$ cat config.mk
export PLATFORM = sky130hd
export DESIGN_NAME = seq_engine
export DESIGN_NICKNAME = d
export VERILOG_FILES = /design/src/rtl/seq_engine.sv
export SDC_FILE = /design/constraint.sdc
export NUM_CORES = 1
export LEC_CHECK = 0
export CAP_MARGIN = 10
export CORE_MARGIN = 2
export CORE_UTILIZATION = 62
export CTS_CLUSTER_DIAMETER = 40
export CTS_CLUSTER_SIZE = 28
export DETAILED_ROUTE_END_ITERATION = 6
export GPL_ROUTABILITY_DRIVEN = 0
export MAX_ROUTING_LAYER = met4
export PLACE_DENSITY = 0.83
export SYNTH_ARGS = -nofsm -noshare
export SYNTH_HDL_FRONTEND = slang
export SYNTH_SLANG_ARGS = --single-unit
$ cat constraint.sdc
create_clock -name clk -period 7.3 [get_ports clk]
set_input_delay 1.095 -clock clk [delete_from_list [all_inputs] [get_ports clk]]
set_output_delay 1.095 -clock clk [all_outputs]
set_load 0.05 [all_outputs]
$ cat src/rtl/seq_engine.sv
// seq_engine: selectable integer sequence generator with a prescaled free-run tick,
// single-step advance, wrap/saturate overflow policy and a wrapping term index.
module seq_engine #(
   parameter int WIDTH      = 8,
   parameter int DIV_W      = 24,
   parameter int IDX_W      = 8,
   parameter int SAT_ON_OVF = 0
) (
   input  logic             clk,
   input  logic             rst_n,
   input  logic             run,
   input  logic             step,
   input  logic             clear,
   input  logic [2:0]       mode,
   input  logic [DIV_W-1:0] div,
   output logic [WIDTH-1:0] value,
   output logic [IDX_W-1:0] index,
   output logic             valid,
   output logic             ovf,
   output logic             halted
);
   localparam int SW  = WIDTH + 2;
   localparam int PW  = 2 * WIDTH;
   localparam bit SAT = (SAT_ON_OVF != 32'sd0);

   logic [2:0]       mode_q,   mode_d;
   logic [WIDTH-1:0] value_q,  value_d;
   logic [WIDTH-1:0] nx_q,     nx_d;
   logic [WIDTH-1:0] nx2_q,    nx2_d;
   logic             nx_ovf_q, nx_ovf_d;
   logic             nx2_ovf_q, nx2_ovf_d;
   logic [WIDTH-1:0] n_q,      n_d;
   logic [IDX_W-1:0] idx_q,    idx_d;
   logic             valid_q,  valid_d;
   logic             ovf_q,    ovf_d;
   logic             halted_q, halted_d;
   logic [DIV_W-1:0] cnt_q,    cnt_d;

   logic             restart_s, tick_s, adv_s;
   logic [11:0]      seed_s;
   logic [SW-1:0]    sum_s;
   logic [PW-1:0]    prod_s;
   logic [WIDTH-1:0] nx2m1_s, term_s;
   logic             carry_s;

   // Seeds {index0, index1, index2} for each sequence; all fit in four bits.
   function automatic logic [11:0] seed_f(input logic [2:0] m);
      logic [11:0] s;
      case (m)
         3'd0:    s = {4'd0, 4'd1, 4'd4};
         3'd1:    s = {4'd1, 4'd3, 4'd9};
         3'd2:    s = {4'd0, 4'd1, 4'd3};
         3'd3:    s = {4'd1, 4'd1, 4'd2};
         3'd4:    s = {4'd0, 4'd1, 4'd2};
         3'd5:    s = {4'd2, 4'd1, 4'd3};
         3'd6:    s = {4'd1, 4'd1, 4'd1};
         3'd7:    s = {4'd2, 4'd3, 4'd7};
         default: s = {4'd0, 4'd1, 4'd4};
      endcase
      return s;
   endfunction

   assign restart_s = clear | (mode != mode_q);
   // A shrinking div never leaves the count stranded above it.
   assign tick_s    = (cnt_q >= div);
   assign adv_s     = ~restart_s & ~halted_q & ((run & tick_s) | (step & ~run));
   assign seed_s    = seed_f(mode);

   // Term three places ahead of value, with its true carry beyond WIDTH bits
   always_comb begin
      sum_s   = {SW{1'b0}};
      nx2m1_s = nx2_q - WIDTH'(1'b1);
      prod_s  = PW'(nx2_q) * PW'(nx2m1_s) + PW'(1'b1);
      case (mode_q)
         3'd0:    sum_s = {2'b00, nx2_q} + {1'b0, n_q, 1'b0} + SW'(1'b1);
         3'd1:    sum_s = {2'b00, nx2_q} + {1'b0, nx2_q, 1'b0};
         3'd2:    sum_s = {2'b00, nx2_q} + {2'b00, n_q} + SW'(1'b1);
         3'd3:    sum_s = {2'b00, nx2_q} + {2'b00, nx_q};
         3'd4:    sum_s = {1'b0, nx2_q, 1'b0} + {2'b00, nx_q};
         3'd5:    sum_s = {2'b00, nx2_q} + {2'b00, nx_q};
         3'd6:    sum_s = {2'b00, nx_q} + {2'b00, value_q};
         default: sum_s = {SW{1'b0}};
      endcase
      if (mode_q == 3'd7) begin
         term_s  = prod_s[WIDTH-1:0];
         carry_s = |prod_s[PW-1:WIDTH];
      end else begin
         term_s  = sum_s[WIDTH-1:0];
         carry_s = |sum_s[SW-1:WIDTH];
      end
   end

   // Next state: restart, advance (or saturating halt), prescaler
   always_comb begin
      mode_d    = mode_q;
      value_d   = value_q;
      nx_d      = nx_q;
      nx2_d     = nx2_q;
      nx_ovf_d  = nx_ovf_q;
      nx2_ovf_d = nx2_ovf_q;
      n_d       = n_q;
      idx_d     = idx_q;
      valid_d   = 1'b0;
      ovf_d     = ovf_q;
      halted_d  = halted_q;
      if (restart_s || !run) begin
         cnt_d = {DIV_W{1'b0}};
      end else if (tick_s) begin
         cnt_d = {DIV_W{1'b0}};
      end else begin
         cnt_d = cnt_q + DIV_W'(1'b1);
      end
      if (restart_s) begin
         mode_d    = mode;
         value_d   = WIDTH'(seed_s[11:8]);
         nx_d      = WIDTH'(seed_s[7:4]);
         nx2_d     = WIDTH'(seed_s[3:0]);
         nx_ovf_d  = 1'b0;
         nx2_ovf_d = 1'b0;
         n_d       = WIDTH'(2'd2);
         idx_d     = {IDX_W{1'b0}};
         ovf_d     = 1'b0;
         halted_d  = 1'b0;
      end else if (adv_s && nx_ovf_q && SAT) begin
         ovf_d    = 1'b1;
         halted_d = 1'b1;
      end else if (adv_s) begin
         value_d   = nx_q;
         nx_d      = nx2_q;
         nx2_d     = term_s;
         nx_ovf_d  = nx2_ovf_q;
         nx2_ovf_d = carry_s;
         n_d       = n_q + WIDTH'(1'b1);
         idx_d     = idx_q + IDX_W'(1'b1);
         valid_d   = 1'b1;
         ovf_d     = ovf_q | nx_ovf_q;
      end else begin
         valid_d = 1'b0;
      end
   end

   // State registers; reset leaves mode-0 history so mode 0 needs no restart
   always_ff @(posedge clk or negedge rst_n) begin
      if (!rst_n) begin
         mode_q    <= 3'd0;
         value_q   <= {WIDTH{1'b0}};
         nx_q      <= WIDTH'(1'b1);
         nx2_q     <= WIDTH'(3'd4);
         nx_ovf_q  <= 1'b0;
         nx2_ovf_q <= 1'b0;
         n_q       <= WIDTH'(2'd2);
         idx_q     <= {IDX_W{1'b0}};
         valid_q   <= 1'b0;
         ovf_q     <= 1'b0;
         halted_q  <= 1'b0;
         cnt_q     <= {DIV_W{1'b0}};
      end else begin
         mode_q    <= mode_d;
         value_q   <= value_d;
         nx_q      <= nx_d;
         nx2_q     <= nx2_d;
         nx_ovf_q  <= nx_ovf_d;
         nx2_ovf_q <= nx2_ovf_d;
         n_q       <= n_d;
         idx_q     <= idx_d;
         valid_q   <= valid_d;
         ovf_q     <= ovf_d;
         halted_q  <= halted_d;
         cnt_q     <= cnt_d;
      end
   end

   assign value  = value_q;
   assign index  = idx_q;
   assign valid  = valid_q;
   assign ovf    = ovf_q;
   assign halted = halted_q;
endmodule

# [After elaboration in Yosys (flattened, before gate mapping)]
# Memories as Yosys holds them, arrays and structs flattened.
# Cells that the tools add are included.
[totals] memories=1 output_inout_bits=19 input_bits=32 ff_bits=71 word_cells=73 romBits=56
[classes] reduce_logical=7 bitwise_logic=8 n_eq_ne=8 mul=1 n_lt_le_gt_ge=1 mux=23 n_addsub=13
[mem_list] name="(name not given)" depth=8 width=7 read_ports=1 rd_ports_with_merged_regs=0 wr=0 line_no="49" source="case (m)"
[op_table] operator="8-bit 2-to-1 mux" n=11
[op_table] operator="10-bit one-hot mux with 6 select lines" n=1
[op_table] operator="24-bit 2-to-1 mux" n=2
[op_table] operator="8-bit by 8-bit adder with 9-bit output" n=3
[op_table] operator="24-bit by 1-bit adder with 24-bit output (second input constant)" n=1
[op_table] operator="24-bit greater-or-equal comparator" n=1
[op_table] operator="8-bit by 9-bit adder with 10-bit output" n=2
[op_table] operator="16-bit by 1-bit adder with 16-bit output (second input constant)" n=1
[op_table] operator="8-bit by 1-bit adder with 8-bit output (second input constant)" n=2
[op_table] operator="8-bit by 8-bit multiplier with 16-bit output" n=1
[op_table] operator="3-bit equality test (second input constant)" n=4
[op_table] operator="10-bit by 1-bit adder with 10-bit output (second input constant)" n=1
[op_table] operator="9-bit by 1-bit adder with 10-bit output (second input constant)" n=1
[op_table] operator="9-bit by 8-bit adder with 10-bit output" n=1
[op_table] operator="1-bit 2-to-1 mux" n=9
[op_table] operator="8-bit OR reduction" n=1
[op_table] operator="8-bit by 1-bit subtractor with 8-bit output (second input constant)" n=1
[op_table] operator="3-bit by 2-bit equality test with 1-bit output (second input constant)" n=2
[op_table] operator="2-bit OR reduction" n=2
[op_table] operator="1-bit bitwise AND" n=3
[op_table] operator="3-bit by 1-bit equality test with 1-bit output (second input constant)" n=1
[op_table] operator="3-bit logical NOT" n=1
[op_table] operator="3-bit inequality test" n=1
[op_table] operator="1-bit bitwise OR" n=3
[op_table] operator="4 further kinds" n=5

# [Depth between registers and ports, before layout]
[depth] depth_word=7 ltp_mapped=24 depth_no_buf=23

# [Worst setup path after synthesis]
# OpenSTA, ideal clock, no wires.
[synth_path] kind="register -> register" start="register nx2_q[1]" end="register nx2_ovf_q" setup_slack_ns=0.976 arrival_ns=6.196 setup_time_ns=0.128 n_path_buf=1 synth_period_minus_slack_ns=6.324 t_required_ns=7.172 path_stages_with_launch=23 cell_sequence="dfrtp_1 > clkbuf_1 > inv_1 > ha_1 > inv_1 > or3_1 > or3_1 > ha_1 > nand2b_1 > fa_1 > fa_1 > inv_1 > fa_1 > inv_1 > fa_1 > inv_1 > ha_1 > and3_1 > a221o_1 > or3_1 > a2111o_1 > nor4_1 > o21ai_1"
[synth_via] elab_chain_len=7 word_cells_on_any_way=16 cone_classes="9 x add/sub; 1 x mul; 4 x mux; 2 x reduce/logical"
[synth_rtl] element="from (decl)" line_no="29" source="logic [WIDTH-1:0] nx2_q, nx2_d;"
[synth_rtl] element="from (signal assigned)" line_no="148" source="nx2_q <= WIDTH'(3'd4);"
[synth_rtl] element="from (signal assigned)" line_no="161" source="nx2_q <= nx2_d;"
[synth_rtl] element="8-bit by 1-bit subtractor with 8-bit output, or another cell as far along" line_no="72" source="nx2m1_s = nx2_q - WIDTH'(1'b1);"
[synth_rtl] element="8-bit by 8-bit multiplier with 16-bit output, or another cell as far along" line_no="73" source="prod_s = PW'(nx2_q) * PW'(nx2m1_s) + PW'(1'b1);"
[synth_rtl] element="16-bit by 1-bit adder with 16-bit output / 10-bit one-hot mux with 6 select lines (equally long branches)" line_no="73, 74"
[synth_rtl] element="8-bit OR reduction / 2-bit OR reduction (equally long branches)" line_no="86, 89"
[synth_rtl] element="1-bit 2-to-1 mux *" line_no="84" source="if (mode_q == 3'd7) begin"
[synth_rtl] element="1-bit 2-to-1 mux *" line_no="127" source="end else if (adv_s) begin"
[synth_rtl] element="1-bit 2-to-1 mux *" line_no="113" source="if (restart_s) begin"
[synth_rtl] element="to (signal assigned)" line_no="163" source="nx2_ovf_q <= nx2_ovf_d;"
[synth_rtl] element="to (decl)" line_no="31" source="logic nx2_ovf_q, nx2_ovf_d;"
# Every way passes the cells marked *; elsewhere a longest branch is shown, timed or not. The select of a mux whose other input is x is not followed.
# A chain may end at the register's enable or synchronous reset.

# [Worst setup path in the final report]
# Same ends and word-level chain as after synthesis.

==> flow_summary.rst <==
.. list-table::
   :header-rows: 1

   * - Metric
     - Value
   * - Highest attainable clock frequency
     - 154 MHz
   * - Post-Route Hold Slack
     - 0.520 ns
   * - Internal power
     - 748 uW
   * - Utilization after layout
     - 70.2%
   * - Combinational group share of total power
     - 25.6%
   * - Number of enable flip-flop cells after synthesis
     - 0
   * - Buffers inserted during post-CTS setup optimization
     - 0
   * - Signed area change from the synthesized netlist to the final layout
     - 10.4%
   * - GR met1 Demand/Resource
     - 38.1%
   * - Most used cell along the critical path
     - inv_1
   * - # IOs
     - 51
   * - Overall power
     - 1110 uW
   * - Clock root buffer master
     - clkbuf_16
   * - Clock Sink Count
     - 71
   * - Dominant combinational cell family by area after synthesis
     - adder cells
   * - Highest cell delay on the worst timing path
     - 0.55 ns
   * - Most common flop cell mapped by yosys
     - dfrtp_1
   * - Unrepaired setup endpoints after global routing
     - no
   * - Adder and majority cell fraction of the synthesized area
     - 26.7%
   * - Post-route minimum period
     - 6.49 ns
   * - First-pass GRT wire length
     - 32.1 mm
   * - Critical path type
     - flop to flop
   * - Row count
     - 41
   * - Area of the core
     - 0.0126 sq mm
   * - Via count of the first global-routing pass
     - 6,750
   * - Critical path buffer and inverter count
     - 5
   * - Clock tree from TritonCTS
     - built
   * - Total congestion overflow
     - 0
   * - Number of clock buffers inserted by TritonCTS
     - 9
   * - Maximum clock skew at final layout
     - 0.00725 ns
   * - Fraction of power spent switching nets
     - 32.8%
   * - Met3 usage in global routing
     - 5.47%
   * - Async set-reset flop share out of synthesis
     - 100%
   * - Count of synthesis-stage warnings from yosys
     - 0
   * - Initial Utilization
     - 63.6%
   * - Maximum number of buffers from clock root to sink
     - 2
   * - Overall Global Routing Usage
     - 29.3%
   * - Hold Vio Cnt, Final
     - 0
   * - Series of cell instances along the critical path
     - inv_1 -> ha_1 -> inv_1 -> or3_1 -> or3_1 -> ha_1 -> nand2b_1 -> fa_1 -> fa_1 -> inv_1 -> fa_1 -> inv_1 -> fa_1 -> inv_1 -> ha_1 -> and3_1 -> a221o_1 -> or3_1 -> a2111o_1 -> nor4_1 -> o21ai_1
   * - Floorplan die height
     - 118 microns
   * - Min-Delay Path Class
     - flop to flop
   * - Portion of the clock cycle consumed by the worst path in the final layout
     - 88.8%
   * - Fraction of final layout cells sized beyond drive strength 1
     - 5.57%
   * - Peak ir drop on the vdd network
     - 0.000128 V
   * - Cell type group with the largest total delay on the critical path
     - adder cells
   * - Drt wl/cell
     - 16.5 microns
   * - Simple-gate share of the synthesized area
     - 18.1%
   * - Pre-Repair DR Iteration Count
     - 5
   * - Synth Area in Compound Gates
     - 14.7%
   * - CP startpoint kind
     - flop
   * - Max_slew headroom
     - 26.6%
   * - Number of setup violations in the final report
     - 0
   * - Total of max-cap violations
     - 0
   * - Sequential fraction of the synthesis area
     - 22.2%
   * - Global routing usage on met2
     - 46.4%
   * - Critical Path Fanout Max
     - 7
   * - Diode count
     - 0
   * - Summed instance area of the synthesized netlist
     - 0.00803 sq mm
   * - Most used cells in the layout excluding fill and tap cells
     - ha_1, inv_1, nor2_1
   * - Final-layout fill cell count
     - 1,019
   * - Element type at the critical path end
     - flop
   * - Proportion of synthesized area in mux cells
     - 5.36%
   * - Most common cell after layout, fill and taps aside
     - ha_1
   * - Result of the run
     - finished, final reports clean
   * - First DRT Iteration DRCs
     - 397
   * - Required time worst endpoint
     - 7.52 ns
   * - H-Tree Level Count
     - 3
   * - Actual transition at the worst max-transition pin
     - 1.09 ns
   * - Slowest stage cell, crit path
     - fa_1
   * - Xor and xnor area share after synthesis
     - 5.57%
   * - Total vias in the final route
     - 6,699
   * - R2R depth
     - 21
   * - Clock transition time at the flip-flop clock pins of the worst setup and hold paths
     - 0.06 ns
   * - Maximum number of pins on one net before global-route repair
     - 72
   * - Number of antenna violations at the first check in global routing
     - 0
   * - Number of distinct library cells after synthesis
     - 74
   * - Detailed-route vias per instance
     - 5.96
   * - PD cells
     - 126 mW/mm^2
   * - Yosys reg bits
     - 71
   * - Stages on the worst setup path
     - 21
   * - Data arrival time of the worst path
     - 6.71 ns
   * - Leakage power of the design
     - 0.00423 uW
   * - Net switching power of the design
     - 366 uW
   * - CTS Hold Buffers Added
     - 0
   * - Final total negative setup slack
     - 0 ns
   * - Mean post-synth cell area
     - 8.79 sq um
   * - Total of cells resized after clock tree synthesis
     - 0
   * - Die span in x
     - 118 microns
   * - Sequential cell fraction of total power
     - 36.9%
   * - Slew Limit Fails
     - 0
   * - Area of the die
     - 0.0139 sq mm
   * - Quantity of I/O buffers inserted on ports
     - 49
   * - Post-Route WL
     - 18.6 mm
   * - Instance count of the mapped netlist
     - 913
   * - Number of nets with antenna violations after routing
     - 0
   * - Global route hottest layer
     - met2
   * - Nets
     - 1,126
   * - Worst hold stages
     - 1
   * - Post-Synthesis Net Count
     - 1,092
   * - Insertion delay of the later-clocked pin in the worst-skew pair
     - 0.35 ns
   * - Dpl hpwl
     - 14.0 mm
   * - Clock share of power
     - 37.5%
   * - DRC errors left
     - 0
kinds of logic (layout without fill, tap and decap cells):
logic type,Yosys count,in the layout
and+or+nand+nor,287,287
AOI/OAI and AO/OA,174,174
adders and majority gates,147,147
buffers and inverters,141,180
DFF,71,71
xor gates and xnor gates,51,51
muxes,41,41
other,1,1
routing by layer:
| metal | wire length (microns) | part of all wire [%] |
|---|---|---|
| met1 | 8360 | 45 |
| met2 | 8600 | 46 |
| met3 | 1090 | 5.8 |
| met4 | 512 | 2.8 |
| met5 | 0 | 0 |
synth_stat cells (4+ instances only):
library cell	count	area share, %
ha_1	107	17
inv_1	106	5.0
nor2_1	90	4.2
dfrtp_1	68	21
a21oi_1	49	3.1
fa_1	40	10
nand2_1	37	1.7
nand3_1	33	2.1
nor2b_1	32	2.5
xor2_1	31	3.4
mux2i_1	25	3.1
o21ai_0	24	1.5
nand2b_1	22	1.7
clkbuf_1	21	0.98
xnor2_1	20	2.2
or3_1	18	1.4
mux2_2	15	2.1
nor3_1	14	0.87
and3_1	11	0.86
nand4_1	11	0.86
a211oi_1	10	0.94
o211ai_1	10	0.94
o31ai_1	9	0.84
a31oi_1	8	0.62
o21ai_1	8	0.50
a21o_1	7	0.65
o21a_1	7	0.65
buf_6	4	0.56
stage by stage:
step | instances | worst slack, ns | instance area, sq um
3_3_place_gp | 1108 | 1.01 | 8590
4_1_cts | 1124 | 0.839 | 8860
5_1_grt | 1124 | 0.469 | 8860
6_report | 1124 | 0.814 | 8860
3_5_place_dp | 1108 | 0.850 | 8590
2_1_floorplan | 913 | 0.976 | 8030
power groups by stage:
stage                     logic [uW]  clock network (uW)  registers (uW)
final                            285                 418             412
after detailed placement         280                   0             419
after floorplan                  199                   0             417
after CTS                        283                 424             411
after global routing             319                 440             413
after global placement           274                   0             418
final timing paths:
check / start / end / slack, ns
max in group asynchronous: rst_n / cnt_q[22]$_DFF_PN0_ / 5.82
min in group asynchronous: rst_n / n_q[6]$_DFFE_PN0P_ / 0.87
max: nx2_q[1]$_DFFE_PN0P_ / nx2_ovf_q$_DFFE_PN0P_ / 0.81
min: ovf$_DFFE_PN0P_ / ovf$_DFFE_PN0P_ / 0.52
min reg2reg: ovf$_DFFE_PN0P_ / ovf$_DFFE_PN0P_ / 0.52
max reg2reg: nx2_q[1]$_DFFE_PN0P_ / nx2_ovf_q$_DFFE_PN0P_ / 0.81
area by class of cell:
class	count	area (sq um)	share of cell area [%]
tap	172	215	2.43
multi-input combinational	701	5650	63.7
clock inverter	6	46.3	0.522
timing repair buffer	56	541	6.10
inverter	108	405	4.57
clock buffer	10	229	2.58
sequential	71	1780	20.1
flip-flops by register name, summed over array words and instances (netlist names):
signal,flops
cnt_q,24
index,8
n_q,8
nx2_q,8
nx_q,8
value,8
mode_q,3
nx2_ovf_q,1
nx_ovf_q,1
ovf,1
valid,1
(Power assumes the default switching activity.)
